File: src/rtl/ct_spsram_2048x128_acc_pkg.sv
// Shared sizing and helpers for the 2048x128 single-port SRAM access controller.
package ct_spsram_acc_pkg;

   localparam int ADDR_W    = 11;
   localparam int DATA_W    = 128;
   localparam int BMASK_W   = 16;
   localparam int RSP_DEPTH = 2;
   localparam int CNT_W     = $clog2(RSP_DEPTH + 1);

   typedef enum logic [1:0] {
      GNT_NONE = 2'b00,
      GNT_RD   = 2'b01,
      GNT_WR   = 2'b10
   } gnt_e;

   // Byte enables (1 = write) expanded to the SRAM's active-low per-bit write enables.
   function automatic logic [DATA_W-1:0] bmask_to_wen(input logic [BMASK_W-1:0] bmask);
      logic [DATA_W-1:0] wen;
      for (int i = 0; i < BMASK_W; i++) begin
         wen[8*i +: 8] = {8{~bmask[i]}};
      end
      return wen;
   endfunction

endpackage

File: src/rtl/ct_spsram_2048x128_acc_if.sv
// Request/response bus of the SRAM access controller: write, read and read-response channels.
interface ct_spsram_2048x128_acc_if;
   import ct_spsram_acc_pkg::*;

   logic                wr_vld;
   logic                wr_rdy;
   logic [ADDR_W-1:0]   wr_addr;
   logic [DATA_W-1:0]   wr_data;
   logic [BMASK_W-1:0]  wr_bmask;

   logic                rd_vld;
   logic                rd_rdy;
   logic [ADDR_W-1:0]   rd_addr;

   logic                rsp_vld;
   logic                rsp_rdy;
   logic [DATA_W-1:0]   rsp_data;

   modport master (
      output wr_vld, wr_addr, wr_data, wr_bmask, rd_vld, rd_addr, rsp_rdy,
      input  wr_rdy, rd_rdy, rsp_vld, rsp_data
   );

   modport slave (
      input  wr_vld, wr_addr, wr_data, wr_bmask, rd_vld, rd_addr, rsp_rdy,
      output wr_rdy, rd_rdy, rsp_vld, rsp_data
   );

endinterface

File: src/rtl/ct_spsram_acc_rsp_fifo.sv
// Small synchronous FIFO holding captured read data until the requester takes it.
module ct_spsram_acc_rsp_fifo #(
   parameter int  DEPTH = 2,
   parameter int  WIDTH = 128,
   localparam int CNT_W = $clog2(DEPTH + 1),
   localparam int PTR_W = (DEPTH > 1) ? $clog2(DEPTH) : 1
) (
   input  logic             CLK,
   input  logic             RST,
   input  logic             push,
   input  logic             pop,
   input  logic [WIDTH-1:0] din,
   output logic [WIDTH-1:0] dout,
   output logic             full,
   output logic             empty,
   output logic [CNT_W-1:0] count
);

   logic [WIDTH-1:0] mem [DEPTH];
   logic [PTR_W-1:0] wr_ptr;
   logic [PTR_W-1:0] rd_ptr;
   logic             do_push;
   logic             do_pop;

   function automatic logic [PTR_W-1:0] ptr_inc(input logic [PTR_W-1:0] p);
      return (p == PTR_W'(DEPTH - 1)) ? '0 : p + 1'b1;
   endfunction

   // A push into a full FIFO is legal when the head leaves in the same cycle.
   assign do_pop  = pop & ~empty;
   assign do_push = push & (~full | do_pop);

   always_ff @(posedge CLK) begin
      if (RST) begin
         wr_ptr <= '0;
         rd_ptr <= '0;
         count  <= '0;
      end else begin
         if (do_push) wr_ptr <= ptr_inc(wr_ptr);
         if (do_pop)  rd_ptr <= ptr_inc(rd_ptr);
         count <= count + CNT_W'(do_push) - CNT_W'(do_pop);
      end
   end

   always_ff @(posedge CLK) begin
      if (do_push) mem[wr_ptr] <= din;
   end

   assign dout  = mem[rd_ptr];
   assign full  = (count == CNT_W'(DEPTH));
   assign empty = (count == '0);

endmodule

File: src/rtl/ct_spsram_2048x128_acc.sv
// Read/write arbiter and response buffering in front of a 2048x128 single-port SRAM.
// Define CT_SPSRAM_ACC_RR_ARB_EN for round-robin read/write arbitration; default is read priority.
module ct_spsram_2048x128_acc
   import ct_spsram_acc_pkg::*;
(
   input  logic                   CLK,
   input  logic                   RST,
   ct_spsram_2048x128_acc_if.slave bus,
   output logic [ADDR_W-1:0]      sram_A,
   output logic                   sram_CEN,
   output logic                   sram_GWEN,
   output logic [DATA_W-1:0]      sram_WEN,
   output logic [DATA_W-1:0]      sram_D,
   input  logic [DATA_W-1:0]      sram_Q
);

   localparam logic [CNT_W:0] DEPTH_LD = RSP_DEPTH[CNT_W:0];

   gnt_e             gnt;
   logic             rd_fire;
   logic             wr_fire;
   logic             rd_elig;
   logic             rd_credit;
   logic             rd_vld_p1;
   logic             pop;
   logic             full;
   logic             empty;
   logic [CNT_W-1:0] count;
   logic [CNT_W:0]   load;

   // Counting a same-cycle pop as returned credit keeps reads at one per cycle.
   assign pop       = ~RST & ~empty & bus.rsp_rdy;
   assign load      = {1'b0, count} + {{CNT_W{1'b0}}, rd_vld_p1};
   assign rd_credit = pop | (~full & (load < DEPTH_LD));
   assign rd_elig   = bus.rd_vld & rd_credit;

`ifdef CT_SPSRAM_ACC_RR_ARB_EN
   logic last_wr;

   always_ff @(posedge CLK) begin
      if (RST)          last_wr <= 1'b1;
      else if (rd_fire) last_wr <= 1'b0;
      else if (wr_fire) last_wr <= 1'b1;
   end

   always_comb begin
      gnt = GNT_NONE;
      if (!RST) begin
         if (rd_elig && bus.wr_vld) gnt = last_wr ? GNT_RD : GNT_WR;
         else if (rd_elig)          gnt = GNT_RD;
         else if (bus.wr_vld)       gnt = GNT_WR;
      end
   end
`else
   always_comb begin
      gnt = GNT_NONE;
      if (!RST) begin
         if (rd_elig)         gnt = GNT_RD;
         else if (bus.wr_vld) gnt = GNT_WR;
      end
   end
`endif

   assign rd_fire    = (gnt == GNT_RD);
   assign wr_fire    = (gnt == GNT_WR);
   assign bus.rd_rdy = rd_fire;
   assign bus.wr_rdy = wr_fire;

   // An all-zero byte mask is accepted but leaves the macro deselected.
   always_comb begin
      sram_A    = '0;
      sram_D    = '0;
      sram_CEN  = 1'b1;
      sram_GWEN = 1'b1;
      sram_WEN  = '1;
      if (rd_fire) begin
         sram_A   = bus.rd_addr;
         sram_CEN = 1'b0;
      end else if (wr_fire) begin
         sram_A    = bus.wr_addr;
         sram_D    = bus.wr_data;
         sram_GWEN = 1'b0;
         sram_CEN  = ~(|bus.wr_bmask);
         sram_WEN  = bmask_to_wen(bus.wr_bmask);
      end
   end

   // p0 -> p1: read issued to the SRAM, data appears on sram_Q one cycle later
   always_ff @(posedge CLK) begin
      if (RST) rd_vld_p1 <= 1'b0;
      else     rd_vld_p1 <= rd_fire;
   end

   ct_spsram_acc_rsp_fifo #(
      .DEPTH (RSP_DEPTH),
      .WIDTH (DATA_W)
   ) u_rsp_fifo (
      .CLK   (CLK),
      .RST   (RST),
      .push  (rd_vld_p1),
      .pop   (pop),
      .din   (sram_Q),
      .dout  (bus.rsp_data),
      .full  (full),
      .empty (empty),
      .count (count)
   );

   assign bus.rsp_vld = ~RST & ~empty;

endmodule

File: src/flat_wrapper.sv
// flat-port wrapper written by rule: the top's interface ports become plain ports
module ct_spsram_2048x128_acc_flat import ct_spsram_acc_pkg::*;
  (CLK, RST, sram_A, sram_CEN, sram_GWEN, sram_WEN, sram_D, sram_Q, bus_wr_vld, bus_wr_addr, bus_wr_data, bus_wr_bmask, bus_rd_vld, bus_rd_addr, bus_rsp_rdy, bus_wr_rdy, bus_rd_rdy, bus_rsp_vld, bus_rsp_data);
  ct_spsram_2048x128_acc_if bus_i ();
  input  logic CLK;
  input  logic RST;
  output logic [ADDR_W-1:0] sram_A;
  output logic sram_CEN;
  output logic sram_GWEN;
  output logic [DATA_W-1:0] sram_WEN;
  output logic [DATA_W-1:0] sram_D;
  input  logic [DATA_W-1:0] sram_Q;
  input wire logic [$bits(bus_i.wr_vld)-1:0] bus_wr_vld;
  input wire logic [$bits(bus_i.wr_addr)-1:0] bus_wr_addr;
  input wire logic [$bits(bus_i.wr_data)-1:0] bus_wr_data;
  input wire logic [$bits(bus_i.wr_bmask)-1:0] bus_wr_bmask;
  input wire logic [$bits(bus_i.rd_vld)-1:0] bus_rd_vld;
  input wire logic [$bits(bus_i.rd_addr)-1:0] bus_rd_addr;
  input wire logic [$bits(bus_i.rsp_rdy)-1:0] bus_rsp_rdy;
  output wire logic [$bits(bus_i.wr_rdy)-1:0] bus_wr_rdy;
  output wire logic [$bits(bus_i.rd_rdy)-1:0] bus_rd_rdy;
  output wire logic [$bits(bus_i.rsp_vld)-1:0] bus_rsp_vld;
  output wire logic [$bits(bus_i.rsp_data)-1:0] bus_rsp_data;
  assign bus_i.wr_vld = bus_wr_vld;
  assign bus_i.wr_addr = bus_wr_addr;
  assign bus_i.wr_data = bus_wr_data;
  assign bus_i.wr_bmask = bus_wr_bmask;
  assign bus_i.rd_vld = bus_rd_vld;
  assign bus_i.rd_addr = bus_rd_addr;
  assign bus_i.rsp_rdy = bus_rsp_rdy;
  assign bus_wr_rdy = bus_i.wr_rdy;
  assign bus_rd_rdy = bus_i.rd_rdy;
  assign bus_rsp_vld = bus_i.rsp_vld;
  assign bus_rsp_data = bus_i.rsp_data;
  ct_spsram_2048x128_acc u_core (.CLK(CLK), .RST(RST), .bus(bus_i), .sram_A(sram_A), .sram_CEN(sram_CEN), .sram_GWEN(sram_GWEN), .sram_WEN(sram_WEN), .sram_D(sram_D), .sram_Q(sram_Q));
endmodule
File: config.mk
export PLATFORM = sky130hd
export DESIGN_NAME = ct_spsram_2048x128_acc_flat
export DESIGN_NICKNAME = d
export VERILOG_FILES = /design/src/rtl/ct_spsram_2048x128_acc_pkg.sv /design/src/rtl/ct_spsram_2048x128_acc_if.sv /design/src/rtl/ct_spsram_acc_rsp_fifo.sv /design/src/rtl/ct_spsram_2048x128_acc.sv /design/src/flat_wrapper.sv
export SDC_FILE = /design/constraint.sdc
export NUM_CORES = 1
export LEC_CHECK = 0
export ABC_AREA = 1
export CORE_AREA = 8 8 266 268
export DETAILED_ROUTE_END_ITERATION = 10
export DIE_AREA = 0 0 274 276
export DONT_BUFFER_PORTS = 1
export SETUP_SLACK_MARGIN = 0.4
export SLEW_MARGIN = 20
export SYNTH_ARGS = -nofsm -noshare
export SYNTH_HDL_FRONTEND = slang
export SYNTH_SLANG_ARGS = --single-unit
File: constraint.sdc
create_clock -name CLK -period 9.05 [get_ports CLK]
set_input_delay 0.905 -clock CLK [delete_from_list [all_inputs] [get_ports CLK]]
set_output_delay 0.905 -clock CLK [all_outputs]
set_load 0.05 [all_outputs]
== Word-level counts from Yosys, hierarchy flattened ==
Memory sizes are Yosys's and may differ from the RTL's. A register that Yosys moved wholly into a read port is not among the register bits.
Cells that the tools add are included.

* Register bits: 5
* Bits in latches: 0
* RAM bits: 256
* ROM bits: 0
* Memories kept: 1

* Add/sub/neg operators: 5
* Multipliers: 0
* Divide/modulo/power cells: 0
* Order comparisons: 1
* Eq/ne operators: 3
* Shift-type cells: 0
* Mux-type cells: 19
* Bitwise gates (word level): 28
* Reductions and logical operators: 2

{| class="wikitable"
|+ Memories
! memory !! words !! width !! read ports !! clocked after Yosys merged registers in !! wr ports !! RTL line !! text
|-
| u_core.u_rsp_fifo.mem || 2 || 128 || 1 || 1 || 1 || ct_spsram_acc_rsp_fifo.sv:19 || <nowiki>logic [WIDTH-1:0] mem [DEPTH];</nowiki>
|}

{| class="wikitable"
|+ Operator list
! kind !! number
|-
| $mux W128 || 4
|-
| $mux W11 || 2
|-
| $not A1 Y1 || 20
|-
| $reduce_or A16 Y1 || 1
|-
| $mux W1 || 10
|-
| $and A1 B1 Y1 || 6
|-
| $mux W2 || 3
|-
| $eq A2 B2 Y1 const B || 2
|-
| $add A2 B1 Y3 || 1
|-
| $lt A3 B2 Y1 const B || 1
|-
| $add A1 B1 Y1 const B || 2
|-
| $add A2 B1 Y2 || 1
|-
| $eq A2 B1 Y1 const B || 1
|-
| $logic_not A2 Y1 || 1
|-
| $or A1 B1 Y1 || 2
|-
| $sub A2 B1 Y2 || 1
|}

== Logic depth before layout (Yosys ltp) ==
* Depth after elaboration: 11
* Mapped depth: 11

== Hierarchy ==
From an unflattened synthesis, not the netlist that was laid out.

* Cell total of the unflattened synthesis: 913
* Area total of the unflattened synthesis: 11926.4 µm²

{| class="wikitable"
|+ By module, submodules not included
! module !! times used !! cells each !! area an instance (µm²) !! sequential area each (µm²)
|-
| ct_spsram_acc_rsp_fifo || 1 || 441 || 9569.2 || 7787.5
|-
| ct_spsram_2048x128_acc || 1 || 472 || 2357.3 || 20.0
|}

== Worst setup path after synthesis ==
OpenSTA, ideal clock, no wires.

* Path type: input to register
* Start: in RST
* End: mem u_core.u_rsp_fifo.mem[0][0], enable pin
* Data arrival time: 6.577 ns
* Required time: 8.434 ns
* Setup slack: 1.857 ns
* Stages: 5
* Buffers on the path: 0
* Cell sequence: inv_2 > nand3_4 > nand2_1 > nand2_1 > nor2_1

* Cells in the longest elaborated chain, start to end: 8

{| class="wikitable"
|+ RTL lines
! element !! RTL line !! text
|-
| start, declared || flat_wrapper.sv:6 || <nowiki>input logic RST;</nowiki>
|-
| $not A1 Y1 || ct_spsram_2048x128_acc.sv:32 || <nowiki>assign pop = ~RST & ~empty & bus.rsp_rdy;</nowiki>
|-
| $and A1 B1 Y1 (2 in series) || ct_spsram_2048x128_acc.sv:32 ||
|-
| $and A1 B1 Y1 || ct_spsram_acc_rsp_fifo.sv:30 || <nowiki>assign do_pop = pop & ~empty;</nowiki>
|-
| $or A1 B1 Y1 || ct_spsram_acc_rsp_fifo.sv:31 || <nowiki>assign do_push = push & (~full | do_pop);</nowiki>
|-
| $and A1 B1 Y1 || ct_spsram_acc_rsp_fifo.sv:31 ||
|-
| $mux W1 || ct_spsram_acc_rsp_fifo.sv:46 || <nowiki>if (do_push) mem[wr_ptr] <= din;</nowiki>
|-
| $mux W1 (not written as such) || ct_spsram_acc_rsp_fifo.sv:46 ||
|-
| end, declared || ct_spsram_acc_rsp_fifo.sv:19 ||
|}

Every way passes these cells.

== Worst setup path after layout ==
* Start: in RST
* End: out sram_WEN[104]

* Cells in the longest elaborated chain, start to end: 10

{| class="wikitable"
|+ RTL lines
! element !! RTL line !! text
|-
| $not A1 Y1 || ct_spsram_2048x128_acc.sv:32 ||
|-
| $and A1 B1 Y1 (2 in series) || ct_spsram_2048x128_acc.sv:32 ||
|-
| $or A1 B1 Y1 || ct_spsram_2048x128_acc.sv:34 || <nowiki>assign rd_credit = pop | (~full & (load < DEPTH_LD));</nowiki>
|-
| $and A1 B1 Y1 || ct_spsram_2048x128_acc.sv:35 || <nowiki>assign rd_elig = bus.rd_vld & rd_credit;</nowiki>
|-
| $mux W2 || ct_spsram_2048x128_acc.sv:58 || <nowiki>if (rd_elig) gnt = GNT_RD;</nowiki>
|-
| $mux W2 * || ct_spsram_2048x128_acc.sv:57 || <nowiki>if (!RST) begin</nowiki>
|-
| $eq A2 B2 Y1 * || ct_spsram_2048x128_acc.sv:65 || <nowiki>assign wr_fire = (gnt == GNT_WR);</nowiki>
|-
| net bus_wr_rdy || flat_wrapper.sv:20 || <nowiki>output wire logic [$bits(bus_i.wr_rdy)-1:0] bus_wr_rdy;</nowiki>
|-
| $mux W128 * || ct_spsram_2048x128_acc.sv:79 || <nowiki>end else if (wr_fire) begin</nowiki>
|-
| $mux W128 * || ct_spsram_2048x128_acc.sv:76 || <nowiki>if (rd_fire) begin</nowiki>
|-
| end, declared || flat_wrapper.sv:10 || <nowiki>output logic [DATA_W-1:0] sram_WEN;</nowiki>
|}

Mark *: on every way through the listed nets, which the timed path passes. The rest lies on a longest branch.

==> impl_metrics.toml <==
[grt]
grt_max_degree = 118
grt_pass1_vias = 6634
grt.total_usage_pct = 10.3
grt_pass1_wl_mm = 55.8
antenna_found_initial = 2
grt.overflow.total = 0

[worst_hold_path]
min_path_cells = 1
hp-start = "RST"
hold_class = "in2reg"

[floorplanning]
dieArea_sq_um = 75600
die_w_um = 274
ioPinCount = 699
initial_core_util_pct = 17.7
fp.dieH_um = 276
rows = 95
core-area_sq_um = 66600

[drt]
ant_nets = 0
wl_met3_mm = 6.16
first_iter_violations = 541
wire_per_inst_um = 25.2
drcViolationCount = 0
num_vias = 6403
wirelength_mm = 42.5
wirelength_met1_mm = 16.3
first_pass_iters = 7
met2WireLength_mm = 19.2
viasPerCell = 3.79
top_layer = "met5"

[pwr]
ir_drop_uv = 163
combPwrFrac_pct = 24.4
power.share.clock_pct = 33.8
p_seq_share_pct = 41.8
switching_share_pct = 35.0
power_switching_w = 0.00123
cellLeakagePower_nw = 4.72
p_int_w = 0.00228
powerDensity_nw_per_um2 = 268

[placement]
place_congestion = 1.35
hpwl_mm = 35.2
numPortBuffers = 0
pre_cts_slack_ns = 4.28

[timing]
fin_skew_ns = 0.0138
maxSlewViolCount = 0
tns_ns = 0
setup_viol = 0
setup_slack_ns = 3.97
worst_pin_slew_ns = 1.22
max_freq_mhz = 197
rsz0062_at_grt = "no"
min_period_over_period_pct = 56.1
relSlewSlack_pct = 18.3
finalHoldViolations = 0
min_period_ns = 5.08

[yosys]
ys_types = 20
syn_inst = 897
syn_area_sq_um = 11800
ys_warn_count = 0
yosys.area.top_type_share_pct = 65.2
synth_nets = 1198
avgSynthCellArea_sq_um = 13.1
synth_top_cell_by_area = "edfxtp_1"
synth_seq_cells = 262
ys_top_cells_by_area = "edfxtp_1 65%, mux2_2 12%, buf_4 7.2%"
ys_seq_area_share_pct = 66.2

[worst_setup_path]
worstSetupEndpointType = "output port"
cp.arrival_ns = 4.17
cpPeakStageDelay_ns = 1.28
reg2reg_depth = 8
crit_chain = "inv_2 -> nand3_4 -> nand2_2 -> nand2_2 -> nand2_4 -> clkinv_2 -> nand2_4"
rr_startpoint = "u_core.u_rsp_fifo.count[0]"
critical_path_class = "in2out"
reg2reg_slack_ns = 6.08
cpMaxStageDelayCell = "nand2_4"
cp.required_ns = 8.15
r2r_end = "u_core.u_rsp_fifo.mem[0][110]"
crit_fanout = 17
cp-start-kind = "primary input"

[clock_tree]
cts.path.max_buffers = 3
clk_pin_slew_ns = 0.06
post_cts_buffers = 0
clk_latency_ns = 0.55
hold_buffers = 0
clock-sinks = 262
postCtsResizedCells = 0
cts-htree-levels = 1
root_buffer = "clkbuf_16"
cts_tree = "built"
cts_buffers = 27

[cells_and_area]
antennaDiodeCount = 0
layout.nets = 1095
layout-drive-gt1-share_pct = 25.5
multi_input_area_sq_um = 2550
register_area_sq_um = 7810
syn_to_final_growth_pct = 10.7
fillers = 7168

[outcome]
status = "complete, no violations"

[flow_run]
cap_violations = 0
power by group through the flow:
stage / Clock (W) / Combinational, W / Sequential [W]
2_1_floorplan: 0 / 0.000788 / 0.00149
3_3_place_gp: 0 / 0.000858 / 0.00149
3_5_place_dp: 0 / 0.000861 / 0.00149
4_1_cts: 0.00122 / 0.000862 / 0.00147
5_1_grt: 0.00126 / 0.000884 / 0.00147
6_report: 0.00118 / 0.000854 / 0.00146
cells in the mapped netlist (all sizes together):
cell	count
a21oi	3
buf	141
clkbuf	5
dfxtp	6
edfxtp	256
ha	2
inv	140
mux2	128
nand2	43
nand3	14
nand4	11
nor2	145
o21ai	1
xnor2	1
xor2	1
cells by family (layout without fill, tap and decap cells):
| family | Yosys count | count (layout) | synth area share [%] |
|---|---|---|---|
| AOI/OAI and AO/OA | 4 | 4 | 0.170 |
| xor gates and xnor gates | 2 | 2 | 0.149 |
| adders and majority gates | 2 | 2 | 0.212 |
| buffers and inverters | 286 | 204 | 13.7 |
| DFF | 262 | 262 | 66.2 |
| muxes | 128 | 128 | 12.2 |
| and+or+nand+nor | 213 | 213 | 7.33 |
cell type report:
type	instances	area share (%)
clock buffers	31	5.29
clock inverters	19	2.09
inverters	140	4.06
multi-input cells	349	19.5
flip-flops and latches	262	59.9
well taps	873	8.37
repair buffers	14	0.805
layer usage:
layer	global-route usage, %	vias up
met4	2.00	2
li1	-	2662
met2	16.2	450
met5	0.789	-
met1	12.2	3232
met3	5.67	57
metrics by stage:
stage	hold slack, ns	util, %	area (sq um)	std cells	total power (W)
2_1_floorplan	0.472	-	11800	897	0.00227
3_3_place_gp	0.516	18.1	12000	1638	0.00234
3_5_place_dp	0.499	18.1	12100	1638	0.00235
4_1_cts	0.381	19.6	13000	1688	0.00355
5_1_grt	0.387	19.6	13000	1688	0.00362
6_report	0.417	19.6	13000	1688	0.00350
critical path, delay by kind of cell:
| family | cells | cell delay [ns] |
|---|---|---|
| buffers and inverters | 2 | 1.02 |
| AND/OR/NAND/NOR | 5 | 2.17 |
worst max path at each step:
| stage | to | cells past startpoint | startpoint | slack [ns] |
|---|---|---|---|---|
| floorplan | u_core.u_rsp_fifo.mem[0][0] | 5 | RST | 1.86 |
| global placement | sram_WEN[7] | 5 | bus_wr_vld | 4.44 |
| detailed placement | sram_WEN[121] | 5 | bus_wr_vld | 4.28 |
| CTS | sram_WEN[121] | 8 | u_core.u_rsp_fifo.count[1] | 4.22 |
| global route | sram_WEN[78] | 8 | u_core.u_rsp_fifo.count[0] | 3.75 |
| finish | sram_WEN[104] | 7 | RST | 3.97 |
layout by cell type, fill, tap and decap left out, drive strengths merged, types with 2 or more instances in the layout:
cell      netlist  final
dfxtp           6      6
nor2          145    145
bufinv          0      6
buf           141     14
nand2          43     43
clkinvlp        0      2
clkbuf          5     31
inv           140    141
mux2          128    128
edfxtp        256    256
a21oi           3      3
nand4          11     11
nand3          14     14
ha              2      2
clkinv          0     10
flip-flops by register name (all words and copies together) (netlist names), named ones only:
signal,cells
u_core.rd_vld_p1,1
u_core.u_rsp_fifo.mem,256
u_core.u_rsp_fifo.wr_ptr,1
u_core.u_rsp_fifo.count,2
u_core.u_rsp_fifo.rd_ptr,1
Note: power is estimated with default switching activity, not from simulation.
